$ cat config.mk
export PLATFORM = sky130hd
export DESIGN_NAME = serdes_frame
export DESIGN_NICKNAME = d
export VERILOG_FILES = /design/src/rtl/serdes_frame.sv
export SDC_FILE = /design/constraint.sdc
export NUM_CORES = 1
export LEC_CHECK = 0
export CAP_MARGIN = 5
export CELL_PAD_IN_SITES_DETAIL_PLACEMENT = 0
export CELL_PAD_IN_SITES_GLOBAL_PLACEMENT = 2
export CORE_UTILIZATION = 33
export DETAILED_ROUTE_END_ITERATION = 8
export PLACE_DENSITY_LB_ADDON = 0.1
export SLEW_MARGIN = 20
export SYNTH_ARGS = -nofsm -noshare
export SYNTH_HDL_FRONTEND = slang
export SYNTH_SLANG_ARGS = --single-unit
$ cat constraint.sdc
create_clock -name clk -period 2 [get_ports clk]
set_clock_uncertainty 0.15 [all_clocks]
set_input_delay 0.4 -clock clk [delete_from_list [all_inputs] [get_ports clk]]
set_output_delay 0.4 -clock clk [all_outputs]
set_load 0.01 [all_outputs]
$ cat src/rtl/serdes_frame.sv
`timescale 1ns/1ps
// -----------------------------------------------------------------------------
// serdes_frame
//   Parametrised serializer/deserializer pair. A DATA_WIDTH word is framed as
//   start bit (0), data bits (order set by LSB_FIRST), optional parity bit,
//   then STOP_BITS stop bits (1). One serial bit moves per enabled clock.
//   The receiver samples either the local tx_serial (loopback) or rx_serial.
//
// Parameters
//   DATA_WIDTH  word width, 1..32
//   PARITY_MODE 0 = none, 1 = even, 2 = odd
//   LSB_FIRST   1 = data bit 0 first, 0 = MSB first
//   STOP_BITS   stop bits per frame, 1..2
//
// Ports
//   clk          in   system clock, rising edge
//   rst          in   asynchronous reset, active-high
//   load         in   capture data_in into TX while ready_tx=1
//   data_in      in   word to transmit
//   enable       in   bit strobe, one serial bit per enabled cycle
//   loopback     in   1 = RX samples tx_serial, 0 = RX samples rx_serial
//   rx_serial    in   external serial input, idle high
//   tx_serial    out  registered serial output, idle high
//   data_out     out  last received word
//   done         out  one-cycle pulse when a frame has been received
//   parity_error out  parity status of last frame
//   frame_error  out  a stop bit of the last frame was sampled 0
//   ready_tx     out  TX idle, load accepted
//   ready_rx     out  RX idle, hunting for a start bit
// -----------------------------------------------------------------------------
module serdes_frame #(
  parameter int DATA_WIDTH  = 8,
  parameter int PARITY_MODE = 1,
  parameter int LSB_FIRST   = 1,
  parameter int STOP_BITS   = 1
) (
  input  logic                  clk,
  input  logic                  rst,
  input  logic                  load,
  input  logic [DATA_WIDTH-1:0] data_in,
  input  logic                  enable,
  input  logic                  loopback,
  input  logic                  rx_serial,
  output logic                  tx_serial,
  output logic [DATA_WIDTH-1:0] data_out,
  output logic                  done,
  output logic                  parity_error,
  output logic                  frame_error,
  output logic                  ready_tx,
  output logic                  ready_rx
);

  localparam int             IW         = (DATA_WIDTH > 1) ? $clog2(DATA_WIDTH) : 1;
  localparam logic [IW-1:0]  LAST_IDX   = IW'(DATA_WIDTH - 1);
  localparam logic [1:0]     LAST_STOP  = 2'(STOP_BITS - 1);
  localparam logic [1:0]     STOP_COUNT = 2'(STOP_BITS);
  localparam bit             HAS_PARITY = (PARITY_MODE != 0);

  // Parity bit that makes the data+parity ones count even (mode 1) or odd (mode 2).
  function automatic logic parity_of(input logic [DATA_WIDTH-1:0] w);
    return (PARITY_MODE == 2) ? ~^w : ^w;
  endfunction

  // Map the n-th transmitted data bit to its position in the word.
  function automatic logic [IW-1:0] bit_index(input logic [IW-1:0] n);
    return (LSB_FIRST != 0) ? n : (LAST_IDX - n);
  endfunction

  // ---------------------------------------------------------------------------
  // Transmitter
  // ---------------------------------------------------------------------------
  typedef enum logic [2:0] {
    TX_IDLE,
    TX_START,
    TX_DATA,
    TX_PARITY,
    TX_STOP
  } tx_state_t;

  tx_state_t             tx_state_q;
  logic [DATA_WIDTH-1:0] tx_word_q;
  logic [IW-1:0]         tx_cnt_q;
  logic [1:0]            tx_stop_q;
  logic                  tx_serial_q;
  logic                  ready_tx_q;

  always_ff @(posedge clk or posedge rst) begin
    if (rst) begin
      tx_state_q  <= TX_IDLE;
      tx_word_q   <= '0;
      tx_cnt_q    <= '0;
      tx_stop_q   <= '0;
      tx_serial_q <= 1'b1;
      ready_tx_q  <= 1'b1;
    end else begin
      case (tx_state_q)
        TX_IDLE: begin
          // Enable in the load cycle is deliberately ignored: the first
          // strobe is the first enabled cycle after the word is latched.
          if (load && ready_tx_q) begin
            tx_word_q  <= data_in;
            ready_tx_q <= 1'b0;
            tx_state_q <= TX_START;
          end
        end
        TX_START: begin
          if (enable) begin
            tx_serial_q <= 1'b0;
            tx_cnt_q    <= '0;
            tx_state_q  <= TX_DATA;
          end
        end
        TX_DATA: begin
          if (enable) begin
            tx_serial_q <= tx_word_q[bit_index(tx_cnt_q)];
            if (tx_cnt_q == LAST_IDX) begin
              tx_stop_q <= '0;
              if (HAS_PARITY) tx_state_q <= TX_PARITY;
              else            tx_state_q <= TX_STOP;
            end else begin
              tx_cnt_q <= tx_cnt_q + IW'(1);
            end
          end
        end
        TX_PARITY: begin
          if (enable) begin
            tx_serial_q <= parity_of(tx_word_q);
            tx_stop_q   <= '0;
            tx_state_q  <= TX_STOP;
          end
        end
        TX_STOP: begin
          // STOP_BITS strobes drive the stop bits; one extra strobe marks
          // the end of the frame so the receiver (one strobe behind in
          // loopback) finishes on the same edge that TX frees up.
          if (enable) begin
            if (tx_stop_q == STOP_COUNT) begin
              ready_tx_q <= 1'b1;
              tx_state_q <= TX_IDLE;
            end else begin
              tx_serial_q <= 1'b1;
              tx_stop_q   <= tx_stop_q + 2'd1;
            end
          end
        end
        default: begin
          tx_serial_q <= 1'b1;
          ready_tx_q  <= 1'b1;
          tx_state_q  <= TX_IDLE;
        end
      endcase
    end
  end

  // ---------------------------------------------------------------------------
  // Receiver
  // ---------------------------------------------------------------------------
  typedef enum logic [1:0] {
    RX_IDLE,
    RX_DATA,
    RX_PARITY,
    RX_STOP
  } rx_state_t;

  rx_state_t             rx_state_q;
  logic [DATA_WIDTH-1:0] rx_word_q;
  logic [IW-1:0]         rx_cnt_q;
  logic [1:0]            rx_stop_q;
  logic                  rx_par_q;
  logic                  rx_stop_bad_q;
  logic [DATA_WIDTH-1:0] data_out_q;
  logic                  done_q;
  logic                  parity_error_q;
  logic                  frame_error_q;
  logic                  ready_rx_q;
  logic                  rx_line_d;

  // Loopback taps the registered TX output, which makes RX lag TX by one strobe.
  assign rx_line_d = loopback ? tx_serial_q : rx_serial;

  always_ff @(posedge clk or posedge rst) begin
    if (rst) begin
      rx_state_q     <= RX_IDLE;
      rx_word_q      <= '0;
      rx_cnt_q       <= '0;
      rx_stop_q      <= '0;
      rx_par_q       <= 1'b0;
      rx_stop_bad_q  <= 1'b0;
      data_out_q     <= '0;
      done_q         <= 1'b0;
      parity_error_q <= 1'b0;
      frame_error_q  <= 1'b0;
      ready_rx_q     <= 1'b1;
    end else begin
      done_q <= 1'b0;
      if (enable) begin
        case (rx_state_q)
          RX_IDLE: begin
            if (!rx_line_d) begin
              ready_rx_q    <= 1'b0;
              rx_cnt_q      <= '0;
              rx_stop_bad_q <= 1'b0;
              rx_state_q    <= RX_DATA;
            end
          end
          RX_DATA: begin
            rx_word_q[bit_index(rx_cnt_q)] <= rx_line_d;
            if (rx_cnt_q == LAST_IDX) begin
              rx_stop_q <= '0;
              if (HAS_PARITY) rx_state_q <= RX_PARITY;
              else            rx_state_q <= RX_STOP;
            end else begin
              rx_cnt_q <= rx_cnt_q + IW'(1);
            end
          end
          RX_PARITY: begin
            rx_par_q   <= rx_line_d;
            rx_stop_q  <= '0;
            rx_state_q <= RX_STOP;
          end
          RX_STOP: begin
            // Frame ends on the last stop sample regardless of its value, so
            // a corrupted line can never hold RX away from IDLE.
            if (rx_stop_q == LAST_STOP) begin
              data_out_q     <= rx_word_q;
              parity_error_q <= HAS_PARITY && (rx_par_q != parity_of(rx_word_q));
              frame_error_q  <= rx_stop_bad_q | ~rx_line_d;
              done_q         <= 1'b1;
              ready_rx_q     <= 1'b1;
              rx_state_q     <= RX_IDLE;
            end else begin
              rx_stop_bad_q <= rx_stop_bad_q | ~rx_line_d;
              rx_stop_q     <= rx_stop_q + 2'd1;
            end
          end
          default: begin
            ready_rx_q <= 1'b1;
            rx_state_q <= RX_IDLE;
          end
        endcase
      end
    end
  end

  assign tx_serial    = tx_serial_q;
  assign ready_tx     = ready_tx_q;
  assign data_out     = data_out_q;
  assign done         = done_q;
  assign parity_error = parity_error_q;
  assign frame_error  = frame_error_q;
  assign ready_rx     = ready_rx_q;

endmodule

==> impl_metrics.yaml, run 1 <==
status:
  status: "finished clean"
clock_network:
  hold_buffers: 0
  cts_setup_buffers: 0
  numCtsBuffers: 5
  htree_levels: 2
  cts_resized: 0
  clk_pin_slew_ns: 0.09
  clockBufferDepth: 2
  cts_tree: "yes"
  clock_latency_ns: 0.30
  cts-root-buf: "clkbuf_8"
  numClockSinks: 47
sta:
  relSlewSlack: 0.746
  drv_slew: 0
  setup_viol: 0
  rsz0062_at_grt: "no"
  period_share: 0.970
  worst_slew_pin_slew_ns: 0.381
  hold_viol: 0
  worst_slack_ns: 0.0597
  tns_ns: 0
  max_freq_mhz: 515
  hold-worst-slack_ns: 0.228
  min_period_ns: 1.94
routing:
  first_pass_iters: 5
  via_per_inst: 4.72
  wl_per_cell_microns: 13.5
  via_count: 1750
  drc: 0
  drt_iter0_markers: 93
  final_antenna_net_count: 0
  wl_microns: 5010
floorplanning:
  die_y_microns: 87.5
  die_w_microns: 87.5
  pin_count: 28
  die_area_sq_um: 7660
  rows: 30
  start_util: 0.348
  core_area_sq_um: 6940
logic_synthesis:
  muxShareOfSynthArea: 0.145
  yosys_warnings: 0
  ys_types: 36
  syn-cell-area_sq_um: 2410
  ys_ff_latch: 47
  synth-xor-area-share: 0.0601
  synth-simple-area-share: 0.110
  ys_seq_area_frac: 0.489
  synth_compound_area_frac: 0.103
  synthAdderAreaFrac: 0.0570
  syn_nets: 246
  synthCells: 221
  synth_top_family_by_area: "multiplexers"
  avgSynthCellArea_sq_um: 10.9
critical_path:
  start_kind: "flop"
  crit_cells: 1
  critical_path_buf_inv_count: 1
  endpoint_kind: "primary output"
  slowest_delay_ns: 0.55
  crit_chain: "clkdlybuf4s50_1"
  crit_type: "flop to primary output"
  worstRegToRegCells: 6
  critPathMaxFanout: 3
  crit_required_ns: 1.45
  cp_slowest_cell: "dfstp_2"
  worst_ep_arrival_time_ns: 1.39
  crit_family: "flip-flops"
global_routing:
  grt_antenna_before_repair: 0
  grt_max_degree: 20
  grt_pass1_wl_microns: 8940
  grt.overflow.total: 0
  track_usage: 0.152
  grt_pass1_vias: 1841
placed_design:
  place_congestion: 0.697
  dpl.hpwl_microns: 3800
  pre_cts_ws_ns: -0.177
  port_buffers: 27
flow_run:
  drv_cap: 0
worst_hold_path:
  min_path_type: "input pin to asynchronous set/reset pin"
pwr:
  power_density_nw_per_um2: 1450
  p_leak_nw: 1.41
  ir_drop_mv: 0.592
finish:
  final_cell_mix: "44 x dfrtp_1, 25 x clkdlybuf4s50_1, 22 x buf_4"
  drive_gt1_frac: 0.222
  layout_commonest_cell: "dfrtp_1"
  area.growth.synth_to_final_pct: 28.0
  insertedDiodeCount: 0
  final_nets: 299
  final_util: 0.445
## stage by stage
stage / instances / instance area, sq um / power, W
CTS: 371 / 3080 / 0.00455
global route: 371 / 3090 / 0.00488
floorplan: 221 / 2420 / 0.00314
detailed placement: 363 / 2990 / 0.00390
finish: 371 / 3090 / 0.00447
global placement: 363 / 2990 / 0.00391
## kinds of logic after synthesis
group                      count (synthesis)
muxes                                     31
DFF                                       47
AOI/OAI and AO/OA                         39
xor gates and xnor gates                  15
and+or+nand+nor                           58
adders and majority gates                 11
buffers and inverters                     20
## synthesized netlist by cell type
master | count | area [sq um]
o22ai_2 | 1 | 12.5
nand2b_1 | 4 | 25.0
a211oi_2 | 1 | 12.5
o21ai_0 | 11 | 55.1
mux4_2 | 1 | 22.5
buf_6 | 1 | 11.3
mux2_1 | 4 | 45.0
xor2_1 | 3 | 26.3
a211oi_1 | 1 | 7.51
and2_1 | 1 | 6.26
nor2_2 | 1 | 6.26
or3b_4 | 1 | 11.3
o211ai_1 | 1 | 7.51
nor3_1 | 5 | 25.0
dfstp_2 | 3 | 78.8
a31oi_1 | 2 | 12.5
ha_1 | 11 | 138
a22oi_1 | 3 | 22.5
mux2_2 | 18 | 203
inv_1 | 15 | 56.3
nand3_1 | 6 | 30.0
xnor2_1 | 11 | 96.3
mux2i_1 | 8 | 80.1
o22ai_1 | 4 | 25.0
a311oi_1 | 1 | 8.76
o31ai_1 | 3 | 22.5
a21oi_1 | 9 | 45.0
o2111ai_1 | 2 | 17.5
xnor3_1 | 1 | 22.5
nand2_1 | 18 | 67.6
nor2_1 | 19 | 71.3
nand4b_1 | 2 | 17.5
buf_2 | 3 | 15.0
or3_1 | 1 | 6.26
clkbuf_1 | 1 | 3.75
dfrtp_1 | 44 | 1100
## worst register-to-register path, stage by stage (launching register included)
cell and delay (ns):
dfrtp_1 0.39, ha_1 0.21, ha_1 0.21, nor2_2 0.11, mux2i_1 0.08, or3_4 0.35
mux2_1 0.31
## per-layer routing
metal  up-vias  global-route usage  wire length (microns)  share of wire
li1        880                   -                      -              -
met1       838               0.195                   2320           0.46
met2        27               0.256                   2480           0.49
met3         5              0.0320                    150          0.030
met4         0              0.0492                     58          0.012
met5         -                   0                      0              0
## sequential cells by signal (all words and copies together) (netlist names), 2 cells and up
name	cells
rx_word_q	8
rx_state_q	2
rx_cnt_q	3
rx_stop_q	2
data_out	8
tx_stop_q	2
tx_word_q	8
tx_cnt_q	3
tx_state_q	3
## worst paths after layout
| path | startpoint | to | slack [ns] |
|---|---|---|---|
| max | ready_rx$_DFFE_PP1P_ | ready_rx | 0.06 |
| min | rst | data_out[7]$_DFFE_PP0P_ | 0.23 |
| max reg2reg | tx_cnt_q[0]$_DFFE_PP0P_ | tx_cnt_q[0]$_DFFE_PP0P_ | 0.10 |
| min reg2reg | rx_stop_q[1]$_DFFE_PP0P_ | rx_stop_q[1]$_DFFE_PP0P_ | 0.34 |
| max in group asynchronous | rst | ready_rx$_DFFE_PP1P_ | 0.95 |
| min in group clk | rx_stop_q[1]$_DFFE_PP0P_ | rx_stop_q[1]$_DFFE_PP0P_ | 0.34 |
## area by class of cell
cell class	count	area, sq um
fillers	697	3850
flip-flops and latches	47	1180
multi-input cells	154	1160
repair buffers	51	480
well taps	96	120
clock buffers	6	82.6
inverters	15	56.3
clock inverters	2	16.3
## report_power, final
| part | total, W | switching [W] | leakage (nW) | internal (W) |
|---|---|---|---|---|
| clock network | 0.000627 | 0.000344 | 0.0474 | 0.000283 |
| registers | 0.00167 | 0.000316 | 0.596 | 0.00136 |
| logic | 0.00217 | 0.000954 | 0.762 | 0.00122 |
No activity file was read; power rests on OpenSTA's default activity.
==> run 2: changes to the inputs <==
--- a/config.mk
+++ b/config.mk
@@ -10,6 +10,7 @@
 export CELL_PAD_IN_SITES_GLOBAL_PLACEMENT = 2
 export CORE_UTILIZATION = 33
 export DETAILED_ROUTE_END_ITERATION = 8
+export MAX_ROUTING_LAYER = met4
 export PLACE_DENSITY_LB_ADDON = 0.1
 export SLEW_MARGIN = 20
 export SYNTH_ARGS = -nofsm -noshare
==> run 2 against run 1 <==
  * Sequential cell count unchanged
  * Combinational power barely moved
  * Critical path type unchanged
  * Via count barely moved
  * Die area unchanged
  * Critical path depth unchanged
  * Fmax hardly changed
  * Total power barely moved
==> impl_metrics.yaml, run 2 (synthesized netlist as in run 1, its figures left out) <==
status:
  status: "finished clean"
finish:
  area.growth.synth_to_final_pct: 28.0
  drive_gt1_frac: 0.222
  layout_commonest_cell: "dfrtp_1"
  final_nets: 299
  insertedDiodeCount: 0
  nFillCells: 697
  final_cell_mix: "44 x dfrtp_1, 25 x clkdlybuf4s50_1, 22 x buf_4"
floorplanning:
  pin_count: 28
  core_area_sq_um: 6940
  die_y_microns: 87.5
  die_w_microns: 87.5
  start_util: 0.348
  rows: 30
  die_area_sq_um: 7660
pwr:
  swShare: 0.361
  p_leak_nw: 1.41
  combPwrFrac: 0.486
  p_sw_w: 0.00161
  ir_drop_mv: 0.592
  power_density_nw_per_um2: 1450
  total_power_w: 0.00447
  seq_power_share: 0.374
  p_int_w: 0.00286
  p_clk_frac: 0.140
clock_network:
  hold_buffers: 0
  numClockSinks: 47
  numCtsBuffers: 5
  clock_latency_ns: 0.30
  htree_levels: 2
  cts_tree: "yes"
  cts_setup_buffers: 0
  clockBufferDepth: 2
  clk_pin_slew_ns: 0.09
  cts_resized: 0
  cts-root-buf: "clkbuf_8"
flow_run:
  drv_cap: 0
global_routing:
  grt_antenna_before_repair: 0
  grt.overflow.total: 0
  track_usage: 0.156
  grt_pass1_vias: 1844
  grt_max_degree: 20
  grt_pass1_wl_microns: 8910
routing:
  via_count: 1749
  wl_microns: 5010
  first_pass_iters: 5
  drc: 0
  wl_per_cell_microns: 13.5
  via_per_inst: 4.71
  drt_iter0_markers: 104
  final_antenna_net_count: 0
critical_path:
  critPathMaxFanout: 3
  critical_path_buf_inv_count: 1
  crit_family: "flip-flops"
  cp_slowest_cell: "dfstp_2"
  worst_ep_arrival_time_ns: 1.39
  crit_required_ns: 1.45
  start_kind: "flop"
  endpoint_kind: "primary output"
  crit_type: "flop to primary output"
  crit_chain: "clkdlybuf4s50_1"
  slowest_delay_ns: 0.55
placed_design:
  pre_cts_ws_ns: -0.177
  dpl.hpwl_microns: 3800
  port_buffers: 27
  place_congestion: 0.704
sta:
  setup_viol: 0
  rsz0062_at_grt: "no"
  min_period_ns: 1.94
  drv_slew: 0
  max_freq_mhz: 515
  worst_slew_pin_slew_ns: 0.379
  worst_slack_ns: 0.0598
  hold-worst-slack_ns: 0.229
  relSlewSlack: 0.747
  period_share: 0.970
  hold_viol: 0
worst_hold_path:
  min_path_type: "input pin to asynchronous set/reset pin"
## run 2: cell counts in the layout (fill, tap and decap cells not counted)
No cell type changed its count.
## run 2: path summary, 6_finish.rpt
path                                     startpoint                        to  slack (ns)  cells after the start
hold reg to reg            rx_stop_q[1]$_DFFE_PP0P_  rx_stop_q[1]$_DFFE_PP0P_        0.34                      2
min in group clk           rx_stop_q[1]$_DFFE_PP0P_  rx_stop_q[1]$_DFFE_PP0P_        0.34                      2
setup reg to reg            tx_cnt_q[0]$_DFFE_PP0P_   tx_cnt_q[0]$_DFFE_PP0P_        0.10                      6
max in group asynchronous                       rst      ready_rx$_DFFE_PP1P_        0.95                      3
setup / recovery               ready_rx$_DFFE_PP1P_                  ready_rx        0.06                      1
hold / removal                                  rst  rx_word_q[3]$_DFFE_PP0P_        0.23                      2
## run 2: stage by stage
step                      cells  TNS, ns  utilization  area [sq um]
after detailed placement    363   -0.678        0.430          2990
after CTS                   371        0        0.444          3080
after floorplan             221        0            -          2420
final                       371        0        0.445          3090
after global routing        371        0        0.445          3090
after global placement      363   -0.544        0.430          2990
## run 2: final cells by class
class,instances,area (sq um),area share
flip-flops and latches,47,1180,0.382
multi-input cells,154,1160,0.374
repair buffers,51,480,0.155
well taps,96,120,0.0389
clock buffers,6,82.6,0.0267
inverters,15,56.3,0.0182
clock inverters,2,16.3,0.00526
## run 2: routing by layer
| layer | wire (microns) | part of all wire | global-route usage | up-vias |
|---|---|---|---|---|
| met3 | 152 | 0.030 | 0.0320 | 5 |
| met2 | 2490 | 0.50 | 0.256 | 27 |
| met5 | 0 | 0 | - | - |
| met1 | 2310 | 0.46 | 0.194 | 839 |
| li1 | - | - | - | 878 |
| met4 | 58 | 0.012 | 0.0492 | 0 |
## run 2: power by group through the flow
| stage | registers [W] | logic (W) | clock network, W |
|---|---|---|---|
| final | 0.00167 | 0.00217 | 0.000626 |
| after detailed placement | 0.00170 | 0.00220 | 0 |
| after global routing | 0.00174 | 0.00246 | 0.000686 |
| after CTS | 0.00168 | 0.00221 | 0.000653 |
| after global placement | 0.00170 | 0.00221 | 0 |
| after floorplan | 0.00169 | 0.00145 | 0 |
